<file path="src/rtl/plot_pkg.sv">
// Shared constants and state encoding for the plot difference-stream path.
package plot_pkg;

    localparam int VW       = 10;
    localparam int DW       = 7;
    localparam int KEY_FLAG = 7;
    localparam logic [VW-1:0] VMAX = 10'd1023;

    typedef enum logic [1:0] {
        NOSYNC,
        KEY_LO,
        RUN
    } state_t;

endpackage

</file>
<file path="src/rtl/plot_sat_add.sv">
// Saturating add of a signed delta to an unsigned sample, clamped to [0, 2^VW-1].
module plot_sat_add #(
    parameter int VW = plot_pkg::VW,
    parameter int DW = plot_pkg::DW
) (
    input  logic [VW-1:0] acc,
    input  logic [DW-1:0] delta,
    output logic [VW-1:0] sum,
    output logic          clamp
);

    localparam int WW = VW + 2;

    logic signed [WW-1:0] wide;

    always_comb begin
        wide  = $signed({2'b00, acc}) + $signed({{(WW-DW){delta[DW-1]}}, delta});
        sum   = wide[VW-1:0];
        clamp = 1'b0;
        if (wide < 0) begin
            sum   = '0;
            clamp = 1'b1;
        end else if (wide > $signed({2'b00, {VW{1'b1}}})) begin
            sum   = '1;
            clamp = 1'b1;
        end
    end

endmodule

</file>
<file path="src/rtl/plot_delta_decoder.sv">
// Rebuilds plot samples from a keyframe/delta byte stream; one byte per cycle,
// output held until the consumer accepts it.
module plot_delta_decoder #(
    parameter int VW = plot_pkg::VW,
    parameter int DW = plot_pkg::DW
) (
    input  logic          m_clock,
    input  logic          p_reset,
    input  logic [7:0]    in_data,
    input  logic          in_valid,
    output logic          in_ready,
    output logic [VW-1:0] out_data,
    output logic          out_valid,
    input  logic          out_ready,
    output logic          err,
    output logic          sat,
    output logic          synced
);

    import plot_pkg::*;

    state_t             state;
    logic [VW-1:0]      acc;
    logic [VW-DW-1:0]   hi;
    logic [VW-1:0]      sum;
    logic               clamp;
    logic               take;

    plot_sat_add #(.VW(VW), .DW(DW)) u_add (
        .acc   (acc),
        .delta (in_data[DW-1:0]),
        .sum   (sum),
        .clamp (clamp)
    );

    assign in_ready = ~out_valid | out_ready;
    assign take     = in_valid & in_ready;

    always_ff @(posedge m_clock or posedge p_reset) begin
        if (p_reset) begin
            state     <= NOSYNC;
            acc       <= '0;
            hi        <= '0;
            out_data  <= '0;
            out_valid <= 1'b0;
            err       <= 1'b0;
            sat       <= 1'b0;
            synced    <= 1'b0;
        end else begin
            err <= 1'b0;
            sat <= 1'b0;
            if (out_valid && out_ready)
                out_valid <= 1'b0;
            // An emit below overrides the clear above, so transfer+emit keeps out_valid high.
            if (take) begin
                if (in_data[KEY_FLAG]) begin
                    hi    <= in_data[VW-DW-1:0];
                    state <= KEY_LO;
                    if (state == KEY_LO)
                        err <= 1'b1;
                end else begin
                    case (state)
                        KEY_LO: begin
                            acc       <= {hi, in_data[DW-1:0]};
                            out_data  <= {hi, in_data[DW-1:0]};
                            out_valid <= 1'b1;
                            synced    <= 1'b1;
                            state     <= RUN;
                        end
                        RUN: begin
                            acc       <= sum;
                            out_data  <= sum;
                            out_valid <= 1'b1;
                            sat       <= clamp;
                        end
                        default: err <= 1'b1;
                    endcase
                end
            end
        end
    end

endmodule

</file>
<file path="config.mk">
export PLATFORM = sky130hd
export DESIGN_NAME = plot_delta_decoder
export DESIGN_NICKNAME = d
export VERILOG_FILES = /design/src/rtl/plot_pkg.sv /design/src/rtl/plot_sat_add.sv /design/src/rtl/plot_delta_decoder.sv
export SDC_FILE = /design/constraint.sdc
export NUM_CORES = 1
export LEC_CHECK = 0
export ABC_AREA = 1
export BUFFER_PORTS_ARGS = -buffer_cell sky130_fd_sc_hd__buf_2
export CAP_MARGIN = 20
export CORE_UTILIZATION = 30
export DETAILED_ROUTE_END_ITERATION = 7
export GPL_TIMING_DRIVEN = 0
export PLACE_DENSITY = 0.49
export SLEW_MARGIN = 0
export SYNTH_ARGS = -nofsm -noshare
export SYNTH_HDL_FRONTEND = slang
export SYNTH_SLANG_ARGS = --single-unit
</file>
<file path="constraint.sdc">
create_clock -name m_clock -period 2.24 [get_ports m_clock]
set_input_delay 0.112 -clock m_clock [delete_from_list [all_inputs] [get_ports m_clock]]
set_output_delay 0.112 -clock m_clock [all_outputs]
set_load 0.1 [all_outputs]
</file>
# Word level (Yosys, flattened, before mapping)
# Cells that the tools add are included.
[totals]
inputBits = 12
output_inout_bits = 15
register_bits = 19
wordCells = 42
[classes]
bitwise = 4
n_lt_le_gt_ge = 2
mux = 18
n_addsub = 1
reduce_logical = 8
eq_ne = 2
[op_table]
columns = ["cell", "n"]
rows = [
  ["2-to-1 mux 10 bit", 2],
  ["one-hot mux 10 bit (2 select lines)", 1],
  ["2-to-1 mux 1 bit", 13],
  ["adder 11 x 7 -> 12 bit", 1],
  ["> comparator 12 x 11 -> 1 bit (second input constant)", 1],
  ["less-than comparator 12 x 1 -> 1 bit (second input constant)", 1],
  ["AND reduction 3 bit", 2],
  ["2-to-1 mux 2 bit", 2],
  ["AND reduction 2 bit", 2],
  ["nonzero test 2 bit", 2],
  ["equality test 2 x 1 -> 1 bit (second input constant)", 1],
  ["equality test 2 bit (second input constant)", 1],
  ["NOT 1 bit", 2],
  ["OR reduction 2 bit", 1],
  ["AND 1 bit", 1],
  ["logical AND 1 bit", 1],
  ["bitwise OR 1 bit", 1],
]

# Logic depth before layout (Yosys ltp)
# Gate-level depths: netlist of run 1.
[logic_depth]
word_depth = 7
ltp_mapped = 13
mapped_depth_nobuf = 13

# Modules after synthesis
# Synthesis of run 1 repeated with hierarchy kept, for this count alone.
[unflattened]
cells_unflattened = 243
area_unflattened_um2 = 1700.4
[modules_own_cells]
columns = ["module", "n_inst", "area_per_inst_um2", "cells_per_inst", "seq_area_each_um2"]
rows = [
  ["plot_delta_decoder", 1, 978.4, 123, 475.5],
  ["plot_sat_add", 1, 721.9, 120, 0.0],
]

# Worst setup path after synthesis of run 1
# OpenSTA, ideal clock, no wires.
[synth_path]
path_type = "reg-to-reg"
startpoint = "register out_valid"
endpoint = "register acc[1]"
path_buffers = 1
synth_period_minus_slack_ns = 2.764
required_ns = 2.118
path_stages_with_launch = 9
t_arrival_ns = 2.642
setup_ns = 0.122
slack_ns = -0.524
cell_sequence = "dfrtp_1 -> nand2_1 -> nand2_1 -> nor2_1 -> nand2_1 -> clkbuf_1 -> nand2_1 -> inv_1 -> a21oi_1"
[synth_via]
elab_chain_len = 4
[synth_rtl]
columns = ["item", "line", "text"]
rows = [
  ["from (decl)", "plot_delta_decoder.sv:13", "output logic out_valid,"],
  ["from (signal assigned)", "plot_delta_decoder.sv:45", "out_valid <= 1'b0;"],
  ["from (signal assigned)", "plot_delta_decoder.sv:53", "out_valid <= 1'b0;"],
  ["from (signal assigned)", "plot_delta_decoder.sv:66", "out_valid <= 1'b1;"],
  ["NOT 1 bit", "plot_delta_decoder.sv:36", "assign in_ready = ~out_valid | out_ready;"],
  ["bitwise OR 1 bit", "plot_delta_decoder.sv:36", ""],
  ["named net in_ready", "plot_delta_decoder.sv:11", "output logic in_ready,"],
  ["AND 1 bit", "plot_delta_decoder.sv:37", "assign take = in_valid & in_ready;"],
  ["AND reduction 3 bit (no line)", "n/a", ""],
  ["to (signal assigned)", "plot_delta_decoder.sv:64", "acc <= {hi, in_data[DW-1:0]};"],
  ["to (signal assigned)", "plot_delta_decoder.sv:71", "acc <= sum;"],
  ["to (decl)", "plot_delta_decoder.sv:23", "logic [VW-1:0] acc;"],
]
# The timed path passes the listed nets, and every way through them passes these cells.
# A chain may end at the register's enable or synchronous reset.

# Final worst setup path of run 1
[layout_path]
startpoint = "register acc[4]"
endpoint = "register acc[9]"
[layout_via]
elab_chain_len = 5
elab_cells_between_ends = 6
cone_classes = "add/sub: 1; order compare: 2; mux: 3"
[layout_rtl]
columns = ["item", "line", "text"]
rows = [
  ["adder 11 x 7 -> 12 bit *", "plot_sat_add.sv:17", "wide = $signed({2'b00, acc}) + $signed({{(WW-DW){delta[DW-1]}}, delta});"],
  ["> comparator 12 x 11 -> 1 bit", "plot_sat_add.sv:23", "end else if (wide > $signed({2'b00, {VW{1'b1}}})) begin"],
  ["2-to-1 mux 10 bit", "plot_sat_add.sv:23", ""],
  ["2-to-1 mux 10 bit *", "plot_sat_add.sv:20", "if (wide < 0) begin"],
  ["one-hot mux 10 bit (2 select lines) *", "plot_delta_decoder.sv:62", "case (state)"],
]
# Mark *: on every way between the ends. The rest lies on a longest branch, timed or not.

==> flow_metrics.tcl, run 1 <==
set metrics [dict create \
    gp_congestion 0.787 \
    wl_met1_um 2030 \
    gr-total-overflow 0 \
    synth_seq_cells 19 \
    grtUsageTotal_pct 15.2 \
    whs_ns -0.0121 \
    fin_skew_ns 0.00228 \
    finalMaxSlewViolations 0 \
    setup-violations-final 0 \
    top_layer "met4" \
    relSlewSlack_pct 46.5 \
    worst_path_max_delay_cell "dfrtp_2" \
    clk_path_buf_depth 2 \
    rows 25 \
    cpPeakStageDelay_ns 0.42 \
    synth_ff_type "dfrtp_1" \
    yosys_warnings 0 \
    routed_via_density 4.31 \
    cp_num_buf_inv 0 \
    clk_pin_slew_worst_paths_ns 0.08 \
    antenna_found_initial 0 \
    final_antenna_net_count 0 \
    hold_violations 19 \
    grt_max_degree 20 \
    worst_pin_slew_ns 0.802 \
    max_freq_mhz 490 \
    preCtsSetupSlack_ns 0.155 \
    nets 289 \
    die-area_um2 5530 \
    cts_max_level 1 \
    synthCells 232 \
    die_width_um 74.3 \
    start_util_pct 32.2 \
    cts_tree "yes" \
    multi_input_area_um2 911 \
    cts-root-buf "clkbuf_8" \
    syn_area_um2 1570 \
    rsz0062_at_grt "false" \
    crit_family "simple AND/OR/NAND/NOR gates" \
    drv_cap 0 \
    grt_pass1_wl_um 6220 \
    end_kind "flop" \
    path_max_fanout 10 \
    period_minus_slack_ns 2.04 \
    n_antenna_cell 0 \
    drive_above_1_share_pct 22.1 \
    crit_type "reg -> reg" \
    synth_fp_nets 258 \
    syn_area_per_cell_um2 6.77 \
    drc_errors 0 \
    dr_wl_met3_um 85 \
    start_kind "flop" \
    required_ns 2.43 \
    crit_chain "ha_1, nand2_1, nand2_1, nand2_1, nand2_1, nand2_1, nand3_2, nand2_2, a21oi_4, nand2_1, a21oi_1" \
    period_share_pct 91.1 \
    cpMostUsedCell "nand2_1" \
    ys_async_sr_fraction_pct 100 \
    core-area_um2 4880 \
    grt_pass1_vias 1288 \
    yosysSeqAreaShare_pct 30.3 \
    yosysUniqueCellTypes 25 \
    seq_area_um2 489 \
    status "finished, violations left" \
    clk_latency_ns 0.26 \
    dr.pass1.iters 4 \
    hp-class "in -> async" \
    cts.sinks 19 \
    n_fill_cell 565 \
    synth-edff-count 0 \
    cts_buffers 3 \
    tns_ns 0 \
    dr_wl_met2_um 1590 \
    violations "hold timing" \
    drtIter0Drc 56 \
    ctsHoldBuffers 0 \
    num_vias 1418 \
    drt-total-wl_um 3750 \
    syn_to_final_growth_pct 17.9 \
    setup_slack_ns 0.199 \
    wl_per_cell_um 11.4 \
    boundaryPins 27 \
    dp_hpwl_um 2850 \
    die_y_um 74.3 \
    io_buffer_count 26 \
    critPathArrivalTime_ns 2.23 \
]
final cells by class:
cell class,instances,share of cell area [%]
Clock buffer,3,2.23
Clock inverter,1,0.270
Timing Repair Buffer,26,7.03
Sequential cell,19,26.4
Multi-Input combinational cell,162,49.2
Buffer,3,0.608
Tap cell,67,4.53
Inverter,48,9.73
routing by layer:
layer	vias to the layer above	global-route usage [%]
met3	5	2.03
met4	0	5.03
met1	619	21.9
li1	775	-
met2	19	23.5
met5	-	0
layout by cell type, fill, tap and decap left out, drive strengths merged:
cell type	n
clkbuf	6
o21ai	5
fa	1
a31oi	1
xnor2	2
o21bai	2
inv	48
nand3	8
nor2	12
a21oi	29
a21o	1
ha	13
buf	26
clkinv	1
xor2	5
nand2	80
dfrtp	19
nor3	1
nand4	2
registers in the layout, summed over array words and instances (netlist names):
register and flops:
err 1, synced 1, out_valid 1, sat 1, hi 3, acc 10
state 2
worst register-to-register path: stages (launching register included):
cell and delay (ns):
dfrtp_2 0.42, ha_1 0.36, nand2_1 0.07, nand2_1 0.11, nand2_1 0.06, nand2_1 0.08, nand2_1 0.09, nand3_2 0.09
nand2_2 0.08, a21oi_4 0.35, nand2_1 0.12, a21oi_1 0.14
what timing repair did:
item                       4_1_cts  5_1_grt
resized for setup                0        1
setup endpoints to repair        0        6
buffers inserted                 0        0
kinds of logic (layout without fill, tap and decap cells):
family | after synthesis | count (layout) | synth area share (%)
adders and majority gates | 14 | 14 | 11.6
AOI/OAI and AO/OA | 38 | 38 | 14.3
DFF | 19 | 19 | 30.3
and+or+nand+nor | 103 | 103 | 27.6
buffers and inverters | 51 | 81 | 12.2
xor gates and xnor gates | 7 | 7 | 3.90
synthesized netlist by cell type (2+ instances only):
master | count | area (um2)
nor2_1 | 11 | 41.3
inv_1 | 44 | 165
o21bai_1 | 2 | 15.0
a21oi_1 | 27 | 135
nand3_1 | 7 | 35.0
clkbuf_1 | 3 | 11.3
o21ai_0 | 4 | 20.0
dfrtp_1 | 19 | 475
inv_2 | 4 | 15.0
xor2_1 | 5 | 43.8
nand2_1 | 75 | 282
xnor2_1 | 2 | 17.5
ha_1 | 13 | 163
nand2_2 | 5 | 31.3
per-stage QoR:
step           util [%]  cells  instance area [um2]
2_1_floorplan         -    232                 1590
3_3_place_gp       36.9    325                 1800
3_5_place_dp       36.9    325                 1800
4_1_cts            37.8    329                 1850
5_1_grt            37.9    329                 1850
6_report           37.9    329                 1850
path summary, 6_finish.rpt:
path,endpoint,cells after the start,slack (ns),from
hold reg to reg,synced$_DFFE_PP0P_,2,0.46,synced$_DFFE_PP0P_
max in group asynchronous,acc[9]$_DFFE_PP0P_,2,1.70,p_reset
setup reg to reg,acc[9]$_DFFE_PP0P_,11,0.20,acc[4]$_DFFE_PP0P_
min in group m_clock,hi[2]$_DFFE_PP0P_,3,0.09,in_data[2]
hold / removal,synced$_DFFE_PP0P_,2,-0.01,p_reset
setup / recovery,acc[9]$_DFFE_PP0P_,11,0.20,acc[4]$_DFFE_PP0P_
Power of run 1 is left out: the tool's default activity adds up to more than one toggle a clock period on the data nets, which glitch-free logic cannot reach.
==> run 2, diff against run 1 <==
- PLACE_DENSITY: 0.49 -> 0.51
- SETUP_SLACK_MARGIN: not set -> 0.02
- clock period: 2.24 -> 1.8 ns (I/O delays scaled with it)
==> run 2 against run 1 <==
Compared with the run above: the run ends with hold timing, setup timing left; die area unchanged; cell area grew 31%; wire length rose by 23%; non-clock buffer count up 22; via count is 10% higher; register-to-register slack worse by 0.33 ns; final cell count rose by 7.0%; largest cell class unchanged.
==> flow_metrics.tcl, run 2 (same netlist as run 1, synthesis figures left out) <==
set metrics [dict create \
    io_buffer_count 26 \
    n_antenna_cell 0 \
    clk_latency_ns 0.27 \
    critPathArrivalTime_ns 2.09 \
    gp_congestion 0.830 \
    crit_type "reg -> reg" \
    antenna_found_initial 0 \
    largest_register_ffs 10 \
    dr.pass1.iters 4 \
    boundaryPins 27 \
    grt_pass1_vias 1507 \
    clk_path_buf_depth 2 \
    rows 25 \
    drive_above_1_share_pct 46.0 \
    grtUsageMet2_pct 29.8 \
    violations "hold timing, setup timing" \
    max_freq_mhz 518 \
    clk_pin_slew_worst_paths_ns 0.09 \
    cts-root-buf "clkbuf_8" \
    nets 312 \
    cts.sinks 19 \
    grt_util_met1_pct 24.3 \
    drc_errors 0 \
    end_kind "flop" \
    start_kind "flop" \
    drtIter0Drc 54 \
    finalMaxSlewViolations 0 \
    grt-busiest-layer "met2" \
    path_max_fanout 5 \
    die_width_um 74.3 \
    gr-total-overflow 0 \
    n_fill_cell 497 \
    cts_tree "yes" \
    start_util_pct 32.2 \
    top_regs "acc (10), hi (3), state (2)" \
    die_y_um 74.3 \
    drv_cap 0 \
    setup_slack_ns -0.129 \
    final_antenna_net_count 0 \
    multi_input_area_um2 1270 \
    grt.met3_usage_pct 2.03 \
    period_minus_slack_ns 1.93 \
    cts_max_level 1 \
    syn_to_final_growth_pct 54.3 \
    drt-total-wl_um 4610 \
    top_register "acc" \
    dp_hpwl_um 2980 \
    layout_common_cells "nand2_1 (53), inv_1 (41), buf_2 (26)" \
    die-area_um2 5530 \
    period_share_pct 107 \
    final_common_cell "nand2_1" \
    hold_violations 19 \
    relSlewSlack_pct 47.3 \
    seq_area_um2 517 \
    cts_buffers 3 \
    required_ns 1.97 \
    routed_via_density 4.45 \
    tns_ns -1.27 \
    hp-class "in -> async" \
    fin_skew_ns 0.00565 \
    grtUsageTotal_pct 17.7 \
    grt_pass1_wl_um 7180 \
    wl_per_cell_um 13.1 \
    grt_max_degree 20 \
    rr_worst_depth 13 \
    num_vias 1565 \
    rsz0062_at_grt "true" \
    setup-violations-final 11 \
    status "finished, violations left" \
    whs_ns -0.0515 \
    worst_pin_slew_ns 0.790 \
    core-area_um2 4880 \
]
-- run 2: critical path: stages (launching register included) --
cell     delay [ns]
dfrtp_4        0.49
ha_4           0.32
nand2_4        0.06
inv_4          0.06
nand2_2        0.05
nor2_2         0.10
nand2_2        0.08
buf_6          0.13
nand4_4        0.10
nand2_4        0.10
nand2_4        0.12
nand2_1        0.07
nand2_1        0.08
a21oi_2        0.05
-- run 2: through the flow --
step | util (%) | instances | area, um2 | setup slack [ns]
after floorplan | - | 232 | 1740 | -0.132
after global placement | 39.9 | 325 | 1950 | -0.259
after detailed placement | 39.9 | 325 | 1950 | -0.258
after CTS | 46.4 | 347 | 2260 | -0.0856
after global routing | 49.7 | 352 | 2420 | -0.223
final | 49.7 | 352 | 2420 | -0.129
-- run 2: layout make-up --
class,count,area share (%)
inverter,48,7.54
multi-input combinational,163,52.6
clock buffer,3,1.70
tap,67,3.46
clock inverter,1,0.310
timing repair buffer,48,12.6
sequential,19,21.3
buffer,3,0.465
-- run 2: final timing paths --
| kind | startpoint | endpoint | slack (ns) |
|---|---|---|---|
| max | acc[6]$_DFFE_PP0P_ | acc[0]$_DFFE_PP0P_ | -0.13 |
| min | p_reset | sat$_DFF_PP0_ | -0.05 |
| max reg2reg | acc[6]$_DFFE_PP0P_ | acc[0]$_DFFE_PP0P_ | -0.13 |
| min reg2reg | synced$_DFFE_PP0P_ | synced$_DFFE_PP0P_ | 0.47 |
| max in group asynchronous | p_reset | acc[2]$_DFFE_PP0P_ | 1.27 |
| min in group m_clock | out_ready | out_valid$_DFF_PP0_ | 0.07 |
-- run 2: per-layer routing --
| layer | wire length (um) | vias up |
|---|---|---|
| met5 | 0 | - |
| met4 | 44 | 0 |
| met3 | 71 | 4 |
| met2 | 2230 | 15 |
| met1 | 2270 | 720 |
| li1 | - | 826 |
-- run 2: timing repair --
action / in CTS / in global routing
hold endpoints to repair: 0 / 0
cloned: 1 / 0
resized for setup: 33 / 28
setup endpoints to repair: 10 / 11
setup buffers: 17 / 5
pin swaps: 22 / 22
hold buffers: 0 / 0
Power of run 2 is left out for the same reason.
==> run 3, diff against run 2 <==
- CTS_BUF_LIST: not set -> sky130_fd_sc_hd__clkbuf_8 sky130_fd_sc_hd__clkbuf_16
- SETUP_SLACK_MARGIN: 0.02 -> 0.5
==> run 3 against run 2 <==
Compared with the run above: the run still ends with hold timing, setup timing left; maximum frequency fell by 0.50%; utilization fell by 1.6 points; die area did not move; critical path depth fell by 3; count of clock-buffer cells in the layout did not move; clock skew fell by 0.00058 ns; global-route usage fell by 0.65 points; cell area fell by 3.3%; critical endpoint is now acc[1]$_DFFE_PP0P_.
==> flow_metrics.tcl, run 3 (same netlist as run 1, synthesis figures left out) <==
set metrics [dict create \
    tns_ns -1.20 \
    final_antenna_net_count 0 \
    fin_skew_ns 0.00506 \
    fin_area_um2 2340 \
    cts_buffers 3 \
    final_cells 344 \
    start_kind "flop" \
    routed_via_density 4.55 \
    grtUsageTotal_pct 17.1 \
    p_per_area_nw_per_um2 1970 \
    relSlewSlack_pct 45.5 \
    placement.cell_area_um2 1990 \
    n_antenna_cell 0 \
    crit_chain "ha_4, nand2_4, o21ai_4, nand2_2, nand3_2, nand2_4, a21oi_4, buf_12, nand2_1, a21oi_1" \
    syn_to_final_growth_pct 49.2 \
    largest_register_ffs 10 \
    cts.sinks 19 \
    hold_violations 19 \
    violations "hold timing, setup timing" \
    placed_cells 325 \
    worst_pin_slew_ns 0.817 \
    drc_errors 0 \
    setup-violations-final 10 \
    clk_pin_slew_worst_paths_ns 0.09 \
    drt-total-wl_um 4490 \
    vdd_drop_max_mv 0.924 \
    crit_type "reg -> reg" \
    cpPeakStageDelay_ns 0.50 \
    drv_cap 0 \
    end_kind "flop" \
    cts_tree "yes" \
    grt_max_degree 20 \
    path_max_fanout 10 \
    die_y_um 74.3 \
    ctsHoldBuffers 0 \
    num_vias 1566 \
    cts-root-buf "clkbuf_8" \
    start_util_pct 32.2 \
    clk_path_buf_depth 2 \
    hp-class "in -> async" \
    dr.pass1.iters 4 \
    die_width_um 74.3 \
    required_ns 1.99 \
    grt_pass1_wl_um 7010 \
    preCtsSetupSlack_ns -0.234 \
    period_share_pct 108 \
    antenna_found_initial 0 \
    io_buffer_count 26 \
    gp_congestion 0.831 \
    core-area_um2 4880 \
    top_register "acc" \
    drive_above_1_share_pct 43.0 \
    gr-total-overflow 0 \
    worst_path_max_delay_cell "dfrtp_4" \
    nets 304 \
    period_minus_slack_ns 1.94 \
    layout_common_cells "nand2_1 (60), inv_1 (40), buf_2 (21)" \
    drtIter0Drc 44 \
    status "finished, violations left" \
    die-area_um2 5530 \
    whs_ns -0.0318 \
    cts_max_level 1 \
    clk_latency_ns 0.26 \
    rows 25 \
    leakage_nw 1.19 \
    power_w 0.00462 \
    max_freq_mhz 516 \
    grt_pass1_vias 1446 \
    setup_slack_ns -0.139 \
    rsz0062_at_grt "true" \
    top_regs "acc (10), hi (3), state (2)" \
    cpMostUsedCell "nand2_4" \
    wl_per_cell_um 13.1 \
    finalMaxSlewViolations 0 \
    dp_hpwl_um 2970 \
    critPathArrivalTime_ns 2.12 \
    boundaryPins 27 \
    final_common_cell "nand2_1" \
]
-- run 3: worst max-delay path: cells and delay by family (launching register included) --
| family | cells | cell delay, ns |
|---|---|---|
| buffers and inverters | 1 | 0.14 |
| AOI/OAI and AO/OA | 3 | 0.47 |
| and+or+nand+nor | 5 | 0.43 |
| DFF | 1 | 0.50 |
| adders and majority gates | 1 | 0.33 |
-- run 3: final cells by class --
class | instances | area [um2]
well taps | 67 | 83.8
flip-flops and latches | 19 | 517
plain buffers | 3 | 21.3
multi-input cells | 163 | 1220
inverters | 48 | 183
clock inverters | 1 | 5.00
fillers | 503 | 2540
repair buffers | 40 | 268
clock buffers | 3 | 41.3
-- run 3: power by group --
| group | switching (W) | internal [W] | total [W] |
|---|---|---|---|
| sequential | 0.000136 | 0.000649 | 0.000785 |
| clock | 0.000174 | 0.000155 | 0.000329 |
| combinational | 0.00232 | 0.00118 | 0.00351 |
-- run 3: final timing paths --
check	startpoint	end	slack (ns)	cells past startpoint
hold reg to reg	synced$_DFFE_PP0P_	synced$_DFFE_PP0P_	0.47	2
hold / removal	p_reset	out_valid$_DFF_PP0_	-0.03	2
max in group asynchronous	p_reset	acc[2]$_DFFE_PP0P_	1.23	2
min in group m_clock	in_data[0]	hi[0]$_DFFE_PP0P_	0.09	3
setup / recovery	acc[2]$_DFFE_PP0P_	acc[1]$_DFFE_PP0P_	-0.14	10
setup reg to reg	acc[2]$_DFFE_PP0P_	acc[1]$_DFFE_PP0P_	-0.14	10
-- run 3: stage by stage --
stage	hold slack (ns)	utilization, %
floorplan	0.0414	-
global route	0.0527	48.0
finish	-0.0318	48.0
global placement	0.308	40.8
CTS	0.0158	45.3
detailed placement	0.311	40.8
-- run 3: routing by layer --
metal / track usage [%] / vias to the layer above / share of wire (%)
met4: 4.40 / 0 / 1.1
met3: 2.03 / 4 / 3.3
met5: 0 / - / 0
met2: 27.4 / 28 / 46
met1: 24.4 / 725 / 49
li1: - / 809 / -
-- run 3: timing repair --
action,4_1_cts,5_1_grt
buffers inserted,7,7
pin swaps,5,4
gates resized for setup,26,20
gates cloned,0,1
endpoints found under the setup margin,12,11
No activity file was read; power rests on OpenSTA's default activity.
